## config.mk

```make
export PLATFORM = sky130hd
export DESIGN_NAME = multicycle_control_ws_flat
export DESIGN_NICKNAME = d
export VERILOG_FILES = /design/src/rtl/multicycle_control_ws_if.sv /design/src/rtl/multicycle_control_ws.sv /design/src/flat_wrapper.sv
export SDC_FILE = /design/constraint.sdc
export NUM_CORES = 1
export LEC_CHECK = 0
export BUFFER_PORTS_ARGS = -buffer_cell sky130_fd_sc_hd__buf_2
export CAP_MARGIN = 40
export CORE_ASPECT_RATIO = 0.8
export CORE_UTILIZATION = 48
export CTS_CLUSTER_SIZE = 10
export DETAILED_ROUTE_END_ITERATION = 16
export PLACE_DENSITY = 0.86
export SKIP_CTS_REPAIR_TIMING = 1
export SLEW_MARGIN = 15
export SYNTH_ARGS = -nofsm -noshare
export SYNTH_HDL_FRONTEND = slang
export SYNTH_SLANG_ARGS = --single-unit
```

## constraint.sdc

```tcl
create_clock -name CLK -period 1.9 [get_ports CLK]
set_input_delay 0.095 -clock CLK [delete_from_list [all_inputs] [get_ports CLK]]
set_output_delay 0.095 -clock CLK [all_outputs]
set_load 0.005 [all_outputs]
```

## src/rtl/multicycle_control_ws_if.sv

```systemverilog
// Decode fields, memory handshake and datapath control bundle
// for the multi-cycle controller.
interface multicycle_control_ws_if #(
  parameter int OPW  = 3,
  parameter int FNW  = 4,
  parameter int CNTW = 16
);
  logic [OPW+FNW-1:0] input_control;
  logic               MemReady;
  logic               Stall;
  logic               Resume;
  logic               Branch;
  logic               IoD;
  logic               IRWrite;
  logic               Mem2Reg;
  logic               MemR;
  logic               MemW;
  logic               PCSrc;
  logic               PCWrite;
  logic               RegWrite;
  logic [1:0]         ALUSrcA;
  logic [1:0]         ALUSrcB;
  logic [1:0]         BranchType;
  logic [3:0]         ALUOp;
  logic [3:0]         State;
  logic               Trap;
  logic [1:0]         TrapCause;
  logic               Halted;
  logic               InstrDone;
  logic [CNTW-1:0]    InstrCount;

  modport master (
    input  input_control, MemReady, Stall, Resume,
    output Branch, IoD, IRWrite, Mem2Reg, MemR, MemW,
    output PCSrc, PCWrite, RegWrite,
    output ALUSrcA, ALUSrcB, BranchType, ALUOp, State,
    output Trap, TrapCause, Halted, InstrDone, InstrCount
  );

  modport slave (
    output input_control, MemReady, Stall, Resume,
    input  Branch, IoD, IRWrite, Mem2Reg, MemR, MemW,
    input  PCSrc, PCWrite, RegWrite,
    input  ALUSrcA, ALUSrcB, BranchType, ALUOp, State,
    input  Trap, TrapCause, Halted, InstrDone, InstrCount
  );
endinterface

```

## src/rtl/multicycle_control_ws.sv

```systemverilog
// Multi-cycle control FSM with memory wait states, stall,
// trap/halt handling and a saturating retire counter.
module multicycle_control_ws #(
  parameter int OPW         = 3,
  parameter int FNW         = 4,
  parameter int HALT_OP     = 7,
  parameter int MEM_TIMEOUT = 16,
  parameter int CNTW        = 16
) (
  input logic                     CLK,
  input logic                     Reset,
  multicycle_control_ws_if.master bus
);

  typedef enum logic [3:0] {
    S_FETCH  = 4'd0,
    S_DECODE = 4'd1,
    S_RTYPE  = 4'd2,
    S_RITYPE = 4'd3,
    S_RTEND  = 4'd4,
    S_LW1    = 4'd5,
    S_LW2    = 4'd6,
    S_SW     = 4'd7,
    S_JALR   = 4'd8,
    S_BR     = 4'd9,
    S_BR2    = 4'd10,
    S_JAL    = 4'd11,
    S_TRAP   = 4'd12,
    S_HALT   = 4'd13
  } state_e;

  localparam int WW = (MEM_TIMEOUT > 1) ?
                      $clog2(MEM_TIMEOUT) : 1;
  localparam bit TO_EN = (MEM_TIMEOUT > 0);
  localparam logic [WW-1:0] WLAST =
    TO_EN ? WW'(MEM_TIMEOUT - 1) : '0;

  state_e          state_q, state_d;
  logic [WW-1:0]   wait_q, wait_d;
  logic [1:0]      cause_q, cause_d;
  logic [CNTW-1:0] cnt_q, cnt_d;
  logic [OPW-1:0]  opc;
  logic [3:0]      fn;
  logic            mem_st;
  logic            done;

  assign opc = bus.input_control[OPW-1:0];
  assign fn  = bus.input_control[OPW+3:OPW];

  // 9/10 are lw/sw address adds; 11 and 13-15 have no ALU op
  function automatic logic [3:0] alu_fn(input logic [3:0] f);
    logic [3:0] r;
    r = 4'b1111;
    if (f <= 4'd8)                  r = f;
    else if (f == 4'd9 || f == 4'd10) r = 4'b0000;
    else if (f == 4'd12)            r = 4'b1100;
    return r;
  endfunction

  always_comb begin
    state_d        = state_q;
    wait_d         = wait_q;
    cause_d        = cause_q;
    cnt_d          = cnt_q;
    mem_st         = 1'b0;
    done           = 1'b0;
    bus.Branch     = 1'b0;
    bus.IoD        = 1'b0;
    bus.IRWrite    = 1'b0;
    bus.Mem2Reg    = 1'b0;
    bus.MemR       = 1'b0;
    bus.MemW       = 1'b0;
    bus.PCSrc      = 1'b0;
    bus.PCWrite    = 1'b0;
    bus.RegWrite   = 1'b0;
    bus.ALUSrcA    = 2'd0;
    bus.ALUSrcB    = 2'd0;
    bus.BranchType = 2'd0;
    bus.ALUOp      = 4'b1111;
    bus.Trap       = 1'b0;
    bus.Halted     = 1'b0;
    bus.InstrDone  = 1'b0;
    unique case (state_q)
      S_FETCH: begin
        mem_st      = 1'b1;
        bus.MemR    = 1'b1;
        bus.ALUSrcB = 2'd1;
        bus.ALUOp   = 4'b0000;
        if (bus.MemReady) begin
          bus.IRWrite = 1'b1;
          bus.PCWrite = 1'b1;
          state_d     = S_DECODE;
        end
      end
      S_DECODE: begin
        if (opc == OPW'(0)) begin
          state_d = S_RTYPE;
        end else if (opc == OPW'(1)) begin
          if (fn == 4'b1011)       state_d = S_JALR;
          else if (fn[3:2] == 2'b11) state_d = S_BR;
          else                       state_d = S_RITYPE;
        end else if (opc == OPW'(2)) begin
          state_d = S_RITYPE;
        end else if (opc == OPW'(3)) begin
          state_d = S_FETCH;
          done    = 1'b1;
        end else if (opc == OPW'(4)) begin
          state_d = S_JAL;
        end else if (opc == OPW'(HALT_OP)) begin
          state_d = S_HALT;
          done    = 1'b1;
        end else begin
          state_d = S_TRAP;
          cause_d = 2'd1;
        end
      end
      S_RTYPE: begin
        bus.ALUSrcA = 2'd2;
        bus.ALUOp   = alu_fn(fn);
        state_d     = S_RTEND;
      end
      S_RITYPE: begin
        bus.ALUSrcA = 2'd2;
        bus.ALUSrcB = 2'd2;
        bus.ALUOp   = alu_fn(fn);
        if (fn == 4'd9)       state_d = S_LW1;
        else if (fn == 4'd10) state_d = S_SW;
        else                  state_d = S_RTEND;
      end
      S_RTEND: begin
        bus.RegWrite = 1'b1;
        state_d      = S_FETCH;
        done         = 1'b1;
      end
      S_LW1: begin
        mem_st   = 1'b1;
        bus.IoD  = 1'b1;
        bus.MemR = 1'b1;
        if (bus.MemReady) state_d = S_LW2;
      end
      S_LW2: begin
        bus.RegWrite = 1'b1;
        bus.Mem2Reg  = 1'b1;
        state_d      = S_FETCH;
        done         = 1'b1;
      end
      S_SW: begin
        mem_st   = 1'b1;
        bus.IoD  = 1'b1;
        bus.MemW = 1'b1;
        if (bus.MemReady) begin
          state_d = S_FETCH;
          done    = 1'b1;
        end
      end
      S_JALR: begin
        bus.ALUOp    = 4'b0111;
        bus.ALUSrcA  = 2'd3;
        bus.ALUSrcB  = 2'd1;
        bus.RegWrite = 1'b1;
        state_d      = S_FETCH;
        done         = 1'b1;
      end
      S_BR: begin
        bus.ALUOp      = 4'b1001;
        bus.ALUSrcB    = 2'd2;
        bus.Branch     = 1'b1;
        bus.BranchType = fn[1:0];
        state_d        = S_BR2;
      end
      S_BR2: begin
        bus.ALUOp      = 4'b0001;
        bus.ALUSrcA    = 2'd2;
        bus.Branch     = 1'b1;
        bus.BranchType = fn[1:0];
        bus.PCSrc      = 1'b1;
        bus.PCWrite    = 1'b1;
        state_d        = S_FETCH;
        done           = 1'b1;
      end
      S_JAL: begin
        bus.PCWrite = 1'b1;
        bus.ALUOp   = 4'b0111;
        bus.ALUSrcA = 2'd3;
        bus.ALUSrcB = 2'd1;
        state_d     = S_FETCH;
        done        = 1'b1;
      end
      S_TRAP: begin
        bus.Trap = 1'b1;
        state_d  = S_HALT;
      end
      S_HALT: begin
        bus.Halted = 1'b1;
        if (bus.Resume) state_d = S_FETCH;
      end
      default: state_d = S_FETCH;
    endcase

    // a late MemReady on the last allowed cycle still completes
    if (TO_EN && mem_st && !bus.MemReady) begin
      if (wait_q == WLAST) begin
        state_d = S_TRAP;
        cause_d = 2'd2;
      end else begin
        wait_d = wait_q + 1'b1;
      end
    end
    if (state_d != state_q) wait_d = '0;

    if (bus.Stall) begin
      state_d      = state_q;
      wait_d       = wait_q;
      cause_d      = cause_q;
      done         = 1'b0;
      bus.Trap     = 1'b0;
      bus.MemR     = 1'b0;
      bus.MemW     = 1'b0;
      bus.IRWrite  = 1'b0;
      bus.PCWrite  = 1'b0;
      bus.RegWrite = 1'b0;
    end
    if (!Reset) begin
      bus.MemR     = 1'b0;
      bus.MemW     = 1'b0;
      bus.IRWrite  = 1'b0;
      bus.PCWrite  = 1'b0;
      bus.RegWrite = 1'b0;
    end
    bus.InstrDone = done;
    if (done && cnt_q != '1) cnt_d = cnt_q + 1'b1;
  end

  always_ff @(posedge CLK) begin
    if (!Reset) begin
      state_q <= S_FETCH;
      wait_q  <= '0;
      cause_q <= 2'd0;
      cnt_q   <= '0;
    end else begin
      state_q <= state_d;
      wait_q  <= wait_d;
      cause_q <= cause_d;
      cnt_q   <= cnt_d;
    end
  end

  assign bus.State      = state_q;
  assign bus.TrapCause  = cause_q;
  assign bus.InstrCount = cnt_q;

endmodule

```

## src/flat_wrapper.sv

```systemverilog
// flat-port wrapper written by rule: the top's interface ports become plain ports
module multicycle_control_ws_flat 
#(
  parameter int OPW         = 3,
  parameter int FNW         = 4,
  parameter int HALT_OP     = 7,
  parameter int MEM_TIMEOUT = 16,
  parameter int CNTW        = 16
)
  (CLK, Reset, bus_input_control, bus_MemReady, bus_Stall, bus_Resume, bus_Branch, bus_IoD, bus_IRWrite, bus_Mem2Reg, bus_MemR, bus_MemW, bus_PCSrc, bus_PCWrite, bus_RegWrite, bus_ALUSrcA, bus_ALUSrcB, bus_BranchType, bus_ALUOp, bus_State, bus_Trap, bus_TrapCause, bus_Halted, bus_InstrDone, bus_InstrCount);
  multicycle_control_ws_if #(.OPW(OPW), .FNW(FNW), .CNTW(CNTW)) bus_i ();
  input logic CLK;
  input logic Reset;
  input wire logic [$bits(bus_i.input_control)-1:0] bus_input_control;
  input wire logic [$bits(bus_i.MemReady)-1:0] bus_MemReady;
  input wire logic [$bits(bus_i.Stall)-1:0] bus_Stall;
  input wire logic [$bits(bus_i.Resume)-1:0] bus_Resume;
  output wire logic [$bits(bus_i.Branch)-1:0] bus_Branch;
  output wire logic [$bits(bus_i.IoD)-1:0] bus_IoD;
  output wire logic [$bits(bus_i.IRWrite)-1:0] bus_IRWrite;
  output wire logic [$bits(bus_i.Mem2Reg)-1:0] bus_Mem2Reg;
  output wire logic [$bits(bus_i.MemR)-1:0] bus_MemR;
  output wire logic [$bits(bus_i.MemW)-1:0] bus_MemW;
  output wire logic [$bits(bus_i.PCSrc)-1:0] bus_PCSrc;
  output wire logic [$bits(bus_i.PCWrite)-1:0] bus_PCWrite;
  output wire logic [$bits(bus_i.RegWrite)-1:0] bus_RegWrite;
  output wire logic [$bits(bus_i.ALUSrcA)-1:0] bus_ALUSrcA;
  output wire logic [$bits(bus_i.ALUSrcB)-1:0] bus_ALUSrcB;
  output wire logic [$bits(bus_i.BranchType)-1:0] bus_BranchType;
  output wire logic [$bits(bus_i.ALUOp)-1:0] bus_ALUOp;
  output wire logic [$bits(bus_i.State)-1:0] bus_State;
  output wire logic [$bits(bus_i.Trap)-1:0] bus_Trap;
  output wire logic [$bits(bus_i.TrapCause)-1:0] bus_TrapCause;
  output wire logic [$bits(bus_i.Halted)-1:0] bus_Halted;
  output wire logic [$bits(bus_i.InstrDone)-1:0] bus_InstrDone;
  output wire logic [$bits(bus_i.InstrCount)-1:0] bus_InstrCount;
  assign bus_i.input_control = bus_input_control;
  assign bus_i.MemReady = bus_MemReady;
  assign bus_i.Stall = bus_Stall;
  assign bus_i.Resume = bus_Resume;
  assign bus_Branch = bus_i.Branch;
  assign bus_IoD = bus_i.IoD;
  assign bus_IRWrite = bus_i.IRWrite;
  assign bus_Mem2Reg = bus_i.Mem2Reg;
  assign bus_MemR = bus_i.MemR;
  assign bus_MemW = bus_i.MemW;
  assign bus_PCSrc = bus_i.PCSrc;
  assign bus_PCWrite = bus_i.PCWrite;
  assign bus_RegWrite = bus_i.RegWrite;
  assign bus_ALUSrcA = bus_i.ALUSrcA;
  assign bus_ALUSrcB = bus_i.ALUSrcB;
  assign bus_BranchType = bus_i.BranchType;
  assign bus_ALUOp = bus_i.ALUOp;
  assign bus_State = bus_i.State;
  assign bus_Trap = bus_i.Trap;
  assign bus_TrapCause = bus_i.TrapCause;
  assign bus_Halted = bus_i.Halted;
  assign bus_InstrDone = bus_i.InstrDone;
  assign bus_InstrCount = bus_i.InstrCount;
  multicycle_control_ws #(.OPW(OPW), .FNW(FNW), .HALT_OP(HALT_OP), .MEM_TIMEOUT(MEM_TIMEOUT), .CNTW(CNTW)) u_core (.CLK(CLK), .Reset(Reset), .bus(bus_i));
endmodule
```

==> results of run 1 <==
cells by family (layout without fill, tap and decap cells):
| logic type | Yosys count | after routing |
|---|---|---|
| AOI/OAI and AO/OA | 52 | 52 |
| xor gates and xnor gates | 20 | 20 |
| adders and majority gates | 2 | 2 |
| buffers and inverters | 28 | 119 |
| DFF | 26 | 26 |
| muxes | 2 | 2 |
| and+or+nand+nor | 135 | 135 |
final cells by class:
class                           count  share of cell area (%)
Clock buffer                        4                    1.88
Inverter                            8                    1.03
Multi-Input combinational cell    211                    53.0
Sequential cell                    26                    18.1
Tap cell                           57                    2.44
Timing Repair Buffer              107                    23.6
metrics by stage:
step           util, %  power (W)
2_1_floorplan        -   0.000759
3_3_place_gp      63.8   0.000870
3_5_place_dp      63.8   0.000877
4_1_cts           65.1    0.00124
5_1_grt           69.6    0.00134
6_report          69.6    0.00130
worst register-to-register path, stage by stage (launching register included):
cell      delay [ns]
dfxtp_2         0.35
buf_12          0.14
nor4b_4         0.35
buf_4           0.19
o2111a_2        0.22
nor4_4          0.06
or3_4           0.34
a41oi_4         0.25
nor3_2          0.09
per-layer routing:
| layer | part of all wire [%] | wire, um | track usage [%] | vias up |
|---|---|---|---|---|
| met5 | 0 | 0 | 0 | - |
| met4 | 3.4 | 248 | 5.77 | 0 |
| met3 | 8.2 | 603 | 5.48 | 34 |
| met2 | 48 | 3520 | 39.5 | 158 |
| met1 | 40 | 2940 | 31.8 | 1193 |
| li1 | - | - | - | 1137 |
power groups by stage:
stage	combinational [W]	sequential [W]	clock, W
finish	0.000359	0.000569	0.000370
global route	0.000383	0.000569	0.000386
CTS	0.000301	0.000567	0.000367
detailed placement	0.000298	0.000580	0
global placement	0.000291	0.000578	0
floorplan	0.000182	0.000577	0
worst max-delay path by stage:
stage	to	slack (ns)	startpoint
2_1_floorplan	u_core.wait_q[2]	0.03	u_core.bus.State[3]
3_3_place_gp	u_core.wait_q[1]	-0.12	u_core.bus.State[1]
3_5_place_dp	u_core.wait_q[1]	-0.20	u_core.bus.State[1]
4_1_cts	u_core.wait_q[1]	-0.28	u_core.bus.State[0]
5_1_grt	u_core.wait_q[0]	-0.29	u_core.bus.State[2]
6_report	u_core.wait_q[0]	-0.20	u_core.bus.State[2]
cell usage in the layout, fill, tap and decap left out, types with 3 or more instances in the layout:
| cell | count |
|---|---|
| clkbuf_8 | 4 |
| nor2b_1 | 6 |
| xnor2_1 | 14 |
| nor3_2 | 3 |
| a21boi_1 | 3 |
| nor2_1 | 15 |
| a21oi_1 | 10 |
| xor2_1 | 5 |
| a31oi_1 | 3 |
| nand3_2 | 6 |
| and2_1 | 16 |
| inv_1 | 8 |
| nand2b_1 | 11 |
| buf_4 | 47 |
| and3_1 | 10 |
| nand3_1 | 6 |
| nand4_1 | 8 |
| nor3_1 | 7 |
| buf_2 | 55 |
| buf_6 | 3 |
| or3_1 | 3 |
| nand2_1 | 17 |
| o21ai_0 | 12 |
| dfxtp_1 | 22 |
state kept, by name (all words and copies together) (netlist names):
signal / flops
u_core.bus.InstrCount: 16
u_core.bus.State: 4
u_core.bus.TrapCause: 2
u_core.wait_q: 4
==> run_results.csv, run 1 <==
group,metric,value,unit
grt,grt_start_max_net_pins,27,
yosys,yosys-top-cells-count,"dfxtp_1 (26), nand2_1 (19), and2_1 (16)",
setup_path,r2r_end,"u_core.wait_q[0]",
finish,seq_area,531,sq um
timing,post-route-min-period,2.10,ns
timing,clock_skew,0.00564,ns
grt,grt_usage,23.7,%
finish,diodes,0,
finish,multi_input_area,1550,sq um
yosys,synth_nets,279,
floorplan,ios,56,
pwr,peakVddDrop,0.000408,V
setup_path,critical_path_arrival,2.27,ns
grt,grt_pass1_vias,1874,
setup_path,crit_path_start_kind,"flop",
yosys,synth-xor-area-share,8.32,%
detailed_routing,wl,7.31,mm
grt,grt_pass1_wl,8.76,mm
setup_path,critPathCaptureType,"flop",
yosys,synth-seq-area-share,24.7,%
clock_tree,ctsLongestPathBuffers,2,
yosys,synth_most_common_cell,"dfxtp_1",
setup_path,slowest_delay,0.35,ns
run_status,violations,"setup timing",
timing,final-hold-violation-count,0,
finish,fill_cells,308,
timing,holdWs,0.302,ns
finish,areaGrowthSynthToFinish,39.0,%
timing,finalSetupTns,-1.34,ns
clock_tree,numCtsBuffers,3,
run_status,status,"complete, but fails checks",
yosys,yosysWarnings,0,
setup_path,reg2reg_slack,-0.20,ns
timing,clock.fmax,476,MHz
detailed_routing,dr_total_vias,2522,
yosys,ys_ff_latch,26,
yosys,synth_top_family_by_area,"simple AND/OR/NAND/NOR gates",
yosys,yosysTopAreaCellShare,24.7,%
placement,place_congestion,0.874,
detailed_routing,wl_per_cell,17.7,um
setup_path,crit_type,"flop to flop",
floorplan,dieHeight,61.2,um
yosys,synth_cell_types,62,
setup_path,cp.required,2.07,ns
finish,final_cells,413,
setup_path,worstSetupPathDepth,8,
floorplan,die_x,76.0,um
timing,slew_headroom,71.6,%
yosys,postSynth.asyncResetShare,0,%
floorplan,core_area,4200,sq um
yosys,synthAdderAreaFrac,1.19,%
yosys,synth_compound_area_share,18.4,%
timing,finalWorstSetupSlack,-0.202,ns
placement,dp_cells,402,
hold_path,hold_path_end,"u_core.bus.State[2]",
clock_tree,tritoncts,"built",
pwr,leakagePower,1.35,nW
setup_path,crit_chain,"buf_12 > nor4b_4 > buf_4 > o2111a_2 > nor4_4 > or3_4 > a41oi_4 > nor3_2",
pwr,power_density,444,nW/um^2
yosys,ys.flop_type,"dfxtp_1",
hold_path,hold_class,"input pin to flop",
floorplan,start_util,50.1,%
setup_path,crit_buf_inv,2,
timing,setup_viol,18,
floorplan,fp-row-count,21,
setup_path,critPathTopFamily,"simple AND/OR/NAND/NOR gates",
hold_path,holdCritStartpoint,"Reset",
setup_path,crit_path_top_delay_cell,"dfxtp_2",
pwr,p_clk_share,28.5,%
detailed_routing,antenna_left,0,
detailed_routing,first_pass_iters,6,
timing,finalMaxSlewViolations,0,
timing,tightest_slew,0.426,ns
hold_path,whs_path_depth,3,
clock_tree,htree_levels,1,
placement,dp_hpwl,4.28,mm
pwr,combinationalPowerShare,27.7,%
detailed_routing,drc,0,
pwr,p_sw_share,30.1,%
clock_tree,cts.sinks,26,
pwr,p_int,0.000907,W
setup_path,r2r_cells,8,
timing,finalCritPeriodShare,111,%
detailed_routing,drt_iter0_drc,307,
yosys,syn_avg_cell_area,7.94,sq um
yosys,synthMuxAreaShare,0.951,%
finish,fin_area,2930,sq um
placement,dpl-instance-area,2680,sq um
finish,nNetsFinal,371,
grt,overflow,0,
flow_run,maxCapViolCount,0,
grt,antenna_found_initial,0,
floorplan,die-area,4650,sq um
setup_path,cp_max_fo,10,
pwr,power_frac_seq,43.8,%
yosys,netlist_area,2100,sq um
timing,grt_setup_unrepaired,"yes",
clock_tree,ctsRootBufferMaster,"clkbuf_8",
placement,portBuffers,55,
pwr,p_sw,0.000391,W
yosys,yosys-top-cells-area,"dfxtp_1 (25%), xnor2_1 (6.2%), and2_1 (4.8%), nand2_1 (3.4%), nand2b_1 (3.3%)",
clock_tree,path_clk_slew,0.09,ns
yosys,syn_inst,265,
detailed_routing,via_per_inst,6.11,
clock_tree,clkLatencyLatePin,0.28,ns
placement,pre_cts_ws,-0.195,ns
yosys,synth_edf_count,0,
yosys,synth_simple_gate_area_share,39.4,%
yosys,synth_top_area_cell,"dfxtp_1",
setup_path,r2r_start,"u_core.bus.State[2]",
finish,layout-drive-gt1-share,41.9,%
Power figures use the tool's default switching activity.
==> inputs of run 2 (changes only) <==
--- a/config.mk
+++ b/config.mk
@@ -11,7 +11,7 @@
 export CORE_UTILIZATION = 48
 export CTS_CLUSTER_SIZE = 10
 export DETAILED_ROUTE_END_ITERATION = 16
-export PLACE_DENSITY = 0.86
+export PLACE_DENSITY_LB_ADDON = 0.1
 export SKIP_CTS_REPAIR_TIMING = 1
 export SLEW_MARGIN = 15
 export SYNTH_ARGS = -nofsm -noshare
==> run 2 against run 1 <==
Worst hold slack lost 0.0040 ns. Combinational power down 11%. Sequential power about the same. Die area unchanged. Sequential share of layout area increased by 0.71 points. Register-to-register slack better by 0.09 ns. Maximum frequency is 4.5% higher. Core utilization is 2.5 points lower. Critical endpoint is now u_core.wait_q[1]. The run still ends with setup timing left. Clock power decreased by 4%. Non-clock buffer count decreased by 10. Highest routed layer unchanged.
==> run_results.csv, run 2 (synthesis results as in run 1) <==
group,metric,value,unit
timing,clock_skew,0.00209,ns
setup_path,crit_chain,"buf_6 > nor4b_4 > nor2_1 > o31a_1 > or3_4 > a31oi_4 > nor4_2",
placement,portBuffers,55,
timing,setup_viol,6,
timing,finalWorstSetupSlack,-0.112,ns
detailed_routing,wl_per_cell,13.9,um
placement,place_congestion,0.825,
clock_tree,ctsLongestPathBuffers,2,
grt,grt_pass1_vias,1712,
timing,finalCritPeriodShare,106,%
clock_tree,path_clk_slew,0.09,ns
setup_path,crit_path_top_delay_cell,"dfxtp_4",
finish,diodes,0,
hold_path,whs_path_depth,4,
setup_path,r2r_start,"u_core.bus.State[1]",
detailed_routing,wl,5.60,mm
clock_tree,numCtsBuffers,3,
finish,layout_commonest_cell,"buf_2",
placement,dp_hpwl,4.10,mm
finish,layout-drive-gt1-share,38.2,%
floorplan,die_x,76.0,um
timing,clock.fmax,497,MHz
setup_path,critical_path_arrival,2.16,ns
pwr,peakVddDrop,0.000403,V
floorplan,dieHeight,61.2,um
detailed_routing,via_per_inst,5.41,
pwr,power,0.00124,W
finish,areaGrowthSynthToFinish,34.1,%
setup_path,cp.required,2.05,ns
timing,post-route-min-period,2.01,ns
grt,antenna_found_initial,0,
clock_tree,htree_levels,1,
clock_tree,ctsRootBufferMaster,"clkbuf_8",
setup_path,r2r_end,"u_core.wait_q[1]",
clock_tree,clkLatencyLatePin,0.27,ns
timing,slew_headroom,71.1,%
timing,finalMaxSlewViolations,0,
detailed_routing,first_pass_iters,4,
pwr,leakagePower,1.29,nW
detailed_routing,antenna_left,0,
floorplan,ios,56,
floorplan,core_area,4200,sq um
detailed_routing,dr_total_vias,2182,
finish,nNetsFinal,361,
finish,largest_reg_flops,16,
floorplan,start_util,50.1,%
timing,final-hold-violation-count,0,
hold_path,hold_path_end,"u_core.wait_q[2]",
clock_tree,cts.sinks,26,
flow_run,maxCapViolCount,0,
floorplan,die-area,4650,sq um
timing,tightest_slew,0.430,ns
setup_path,crit_type,"flop to flop",
timing,grt_setup_unrepaired,"yes",
setup_path,slowest_delay,0.39,ns
finish,postLayoutCoreUtil,67.1,%
hold_path,holdCritStartpoint,"Reset",
setup_path,critPathCaptureType,"flop",
detailed_routing,drc,0,
grt,grt_pass1_wl,8.27,mm
pwr,power_density,440,nW/um^2
grt,grt_usage,22.4,%
grt,grt_start_max_net_pins,27,
setup_path,crit_path_start_kind,"flop",
floorplan,fp-row-count,21,
run_status,status,"complete, but fails checks",
setup_path,cp_max_fo,8,
setup_path,r2r_cells,7,
setup_path,reg2reg_slack,-0.11,ns
grt,overflow,0,
hold_path,hold_class,"input pin to flop",
run_status,violations,"setup timing",
clock_tree,tritoncts,"built",
detailed_routing,drt_iter0_drc,118,
finish,mostFrequentLayoutCells,"buf_2 (55), buf_4 (35), dfxtp_1 (23), nand2_1 (18), and2_1 (16)",
-- run 2: changes by cell type in the layout (fill, tap and decap cells not counted), moves of 2 or more --
cell / before / now
nand3_1: 6 / 8
nand3_2: 6 / 4
dfxtp_2: 2 / 0
nor3_1: 7 / 10
nor3_2: 3 / 0
buf_6: 3 / 5
buf_4: 47 / 35
-- run 2: final cells by class --
class	count	area, sq um
multi-input cells	211	1510
flip-flops and latches	26	532
repair buffers	97	619
fillers	390	1380
inverters	8	30.0
well taps	57	71.3
clock buffers	4	55.1
-- run 2: metrics by stage --
stage | worst slack [ns] | std cells | hold WS (ns) | TNS [ns] | instance area (sq um)
2_1_floorplan | 0.0295 | 265 | 0.222 | 0 | 2100
3_3_place_gp | -0.135 | 394 | 0.465 | -1.29 | 2620
3_5_place_dp | -0.225 | 394 | 0.479 | -1.75 | 2620
4_1_cts | -0.264 | 398 | 0.297 | -2.28 | 2680
5_1_grt | -0.165 | 403 | 0.298 | -1.21 | 2820
6_report | -0.112 | 403 | 0.298 | -0.454 | 2820
-- run 2: metal layers --
metal	track usage (%)	vias to the layer above	part of all wire, %
met5	0	-	0
met3	4.15	7	5.4
met2	34.9	53	44
met4	3.57	0	1.0
met1	32.9	1006	50
li1	-	1116	-
-- run 2: power breakdown --
group / switching [W] / internal (W)
clock network: 0.000170 / 0.000185
logic: 0.000166 / 0.000152
registers: 0.0000144 / 0.000553
total: 0.000351 / 0.000890
-- run 2: how the worst max path moves through the flow --
stage                       end           startpoint  depth (start not counted)  slack, ns
5_1_grt        u_core.wait_q[1]  u_core.bus.State[2]                          7      -0.16
6_report       u_core.wait_q[1]  u_core.bus.State[1]                          7      -0.11
3_3_place_gp   u_core.wait_q[2]  u_core.bus.State[1]                          7      -0.13
2_1_floorplan  u_core.wait_q[2]  u_core.bus.State[3]                          7       0.03
3_5_place_dp   u_core.wait_q[1]  u_core.bus.State[2]                          7      -0.22
4_1_cts        u_core.wait_q[1]  u_core.bus.State[2]                          8      -0.26
-- run 2: critical path, delay by kind of cell (launching register included) --
family,cells,cell delay [ns]
AOI/OAI and AO/OA,2,0.55
buffers and inverters,1,0.14
DFF,1,0.39
and+or+nand+nor,4,0.82
==> inputs of run 3 (changes only) <==
--- a/config.mk
+++ b/config.mk
@@ -5,6 +5,7 @@
 export SDC_FILE = /design/constraint.sdc
 export NUM_CORES = 1
 export LEC_CHECK = 0
+export ABC_AREA = 1
 export BUFFER_PORTS_ARGS = -buffer_cell sky130_fd_sc_hd__buf_2
 export CAP_MARGIN = 40
 export CORE_ASPECT_RATIO = 0.8
==> run 3 against run 2 <==
The run now ends clean. Final area decreased by 8.3%. First-iteration DRC count increased by 18%. Non-clock buffer count down 22. Synthesized cell count is 18% higher. Setup slack improved by 0.24 ns. Sequential share of layout area rose by 1.8 points. Combinational power is 11% higher. Die area decreased by 1.8%. Largest cell class unchanged. Highest routed layer unchanged.
==> run_results.csv, run 3 <==
group,metric,value,unit
pwr,p_clk_share,27.7,%
setup_path,cp_max_fo,11,
yosys,yosys-top-cells-area,"dfxtp_1 (25%), nand2_1 (12%), inv_1 (7.5%), nand3_1 (5.8%), nor2_1 (5.5%)",
yosys,synth-seq-area-share,25.2,%
placement,pre_cts_ws,0.0861,ns
grt,grt_usage,24.3,%
timing,finalWorstSetupSlack,0.126,ns
detailed_routing,dr_total_vias,2287,
yosys,synth_most_common_cell,"nand2_1",
flow_run,maxCapViolCount,0,
yosys,ys_ff_latch,26,
yosys,yosysWarnings,0,
clock_tree,htree_levels,1,
hold_path,hold_class,"input pin to flop",
setup_path,critPathCaptureType,"flop",
yosys,yosysTopAreaCellShare,25.2,%
finish,final_cells,442,
pwr,p_sw_share,31.5,%
detailed_routing,wl_per_cell,12.0,um
grt,grt_pass1_vias,1860,
clock_tree,clkLatencyLatePin,0.27,ns
detailed_routing,first_pass_iters,4,
timing,tightest_slew,0.489,ns
clock_tree,cts.sinks,26,
yosys,synth_top_area_cell,"dfxtp_1",
detailed_routing,antenna_left,0,
yosys,synth_nets,328,
placement,place_congestion,1.02,
clock_tree,numCtsBuffers,3,
yosys,postSynth.asyncResetShare,0,%
floorplan,fp-row-count,20,
placement,dp_cells,432,
detailed_routing,drt_iter0_drc,139,
clock_tree,tritoncts,"built",
timing,finalMaxSlewViolations,0,
timing,post-route-min-period,1.77,ns
finish,fin_area,2590,sq um
clock_tree,ctsRootBufferMaster,"clkbuf_8",
timing,clock_skew,0.00255,ns
detailed_routing,wl,5.33,mm
floorplan,start_util,52.2,%
timing,finalCritPeriodShare,93.4,%
setup_path,cp.required,2.07,ns
grt,grt_start_max_net_pins,17,
floorplan,die-area,4570,sq um
yosys,syn_inst,314,
finish,areaGrowthSynthToFinish,25.3,%
yosys,synth_edf_count,0,
finish,layout-drive-gt1-share,34.9,%
finish,largest_reg_flops,16,
floorplan,ios,56,
setup_path,crit_type,"flop to flop",
yosys,netlist_area,2070,sq um
placement,portBuffers,55,
finish,layout_commonest_cell,"nand2_1",
placement,dpl-instance-area,2470,sq um
pwr,leakagePower,1.32,nW
clock_tree,path_clk_slew,0.09,ns
grt,antenna_found_initial,0,
finish,fill_cells,418,
placement,dp_hpwl,4.35,mm
setup_path,crit_path_start_kind,"flop",
timing,setup_viol,0,
pwr,power,0.00128,W
timing,final-hold-violation-count,0,
pwr,power_frac_seq,44.9,%
yosys,syn_avg_cell_area,6.58,sq um
grt,grt_pass1_wl,8.47,mm
floorplan,dieHeight,60.7,um
pwr,p_sw,0.000404,W
run_status,status,"finished clean",
timing,slew_headroom,67.4,%
setup_path,critical_path_arrival,1.95,ns
pwr,peakVddDrop,0.000396,V
finish,diodes,0,
timing,finalSetupTns,0,ns
finish,nNetsFinal,402,
timing,clock.fmax,564,MHz
pwr,p_int,0.000878,W
floorplan,core_area,3950,sq um
detailed_routing,via_per_inst,5.17,
finish,seq_area,534,sq um
detailed_routing,drc,0,
grt,overflow,0,
clock_tree,ctsLongestPathBuffers,2,
yosys,synth_cell_types,44,
pwr,combinationalPowerShare,27.4,%
floorplan,die_x,75.3,um
pwr,power_density,496,nW/um^2
finish,multi_input_area,1310,sq um
yosys,ys.flop_type,"dfxtp_1",
yosys,yosys-top-cells-count,"nand2_1 (66), inv_1 (41), nor2_1 (30)",
finish,mostFrequentLayoutCells,"nand2_1 (65), buf_2 (55), inv_1 (41), nor2_1 (28), nand3_1 (24)",
[run 3: metal layers]
metal	vias to the layer above	part of all wire [%]	global-route usage, %
met2	68	38	33.2
li1	1170	-	-
met4	0	0.23	2.38
met5	-	0	0
met3	2	6.4	3.49
met1	1047	55	40.5
[run 3: through the flow]
stage	utilization (%)	hold slack [ns]
CTS	63.8	0.138
finish	65.4	0.154
floorplan	-	0.221
detailed placement	62.4	0.424
global route	65.4	0.166
global placement	62.4	0.430
[run 3: kinds of logic after synthesis]
| family | after synthesis | share of synthesized area [%] |
|---|---|---|
| DFF | 26 | 25.2 |
| xor gates and xnor gates | 6 | 2.54 |
| AOI/OAI and AO/OA | 49 | 13.7 |
| and+or+nand+nor | 175 | 45.7 |
| adders and majority gates | 2 | 1.21 |
| buffers and inverters | 56 | 11.7 |
[run 3: worst paths after layout]
path / cells after the start / start / endpoint / slack [ns]
setup / recovery: 9 / u_core.bus.InstrCount[0] / u_core.bus.InstrCount[2] / 0.13
hold reg to reg: 2 / u_core.bus.InstrCount[14] / u_core.bus.InstrCount[14] / 0.46
hold / removal: 3 / bus_Stall / u_core.bus.State[2] / 0.15
setup reg to reg: 9 / u_core.bus.InstrCount[0] / u_core.bus.InstrCount[2] / 0.13
[run 3: area by class of cell]
class                   count  area share, %
repair buffers             75           16.4
clock buffers               4           2.13
multi-input cells         232           50.7
flip-flops and latches     26           20.6
inverters                  50           7.45
well taps                  55           2.66
[run 3: power groups by stage]
stage / clock, W / sequential [W] / combinational [W]
2_1_floorplan: 0 / 0.000583 / 0.000231
3_3_place_gp: 0 / 0.000587 / 0.000334
3_5_place_dp: 0 / 0.000588 / 0.000334
4_1_cts: 0.000368 / 0.000576 / 0.000335
5_1_grt: 0.000388 / 0.000578 / 0.000391
6_report: 0.000356 / 0.000575 / 0.000352
[run 3: critical path, cell delays in order (launching register included)]
cell and delay (ns):
dfxtp_1 0.34, ha_1 0.17, nand3_1 0.10, nor2_2 0.15, nand4_1 0.13, or2_4 0.28
nand2_8 0.13, buf_4 0.17, o21ai_2 0.05, and3_1 0.13
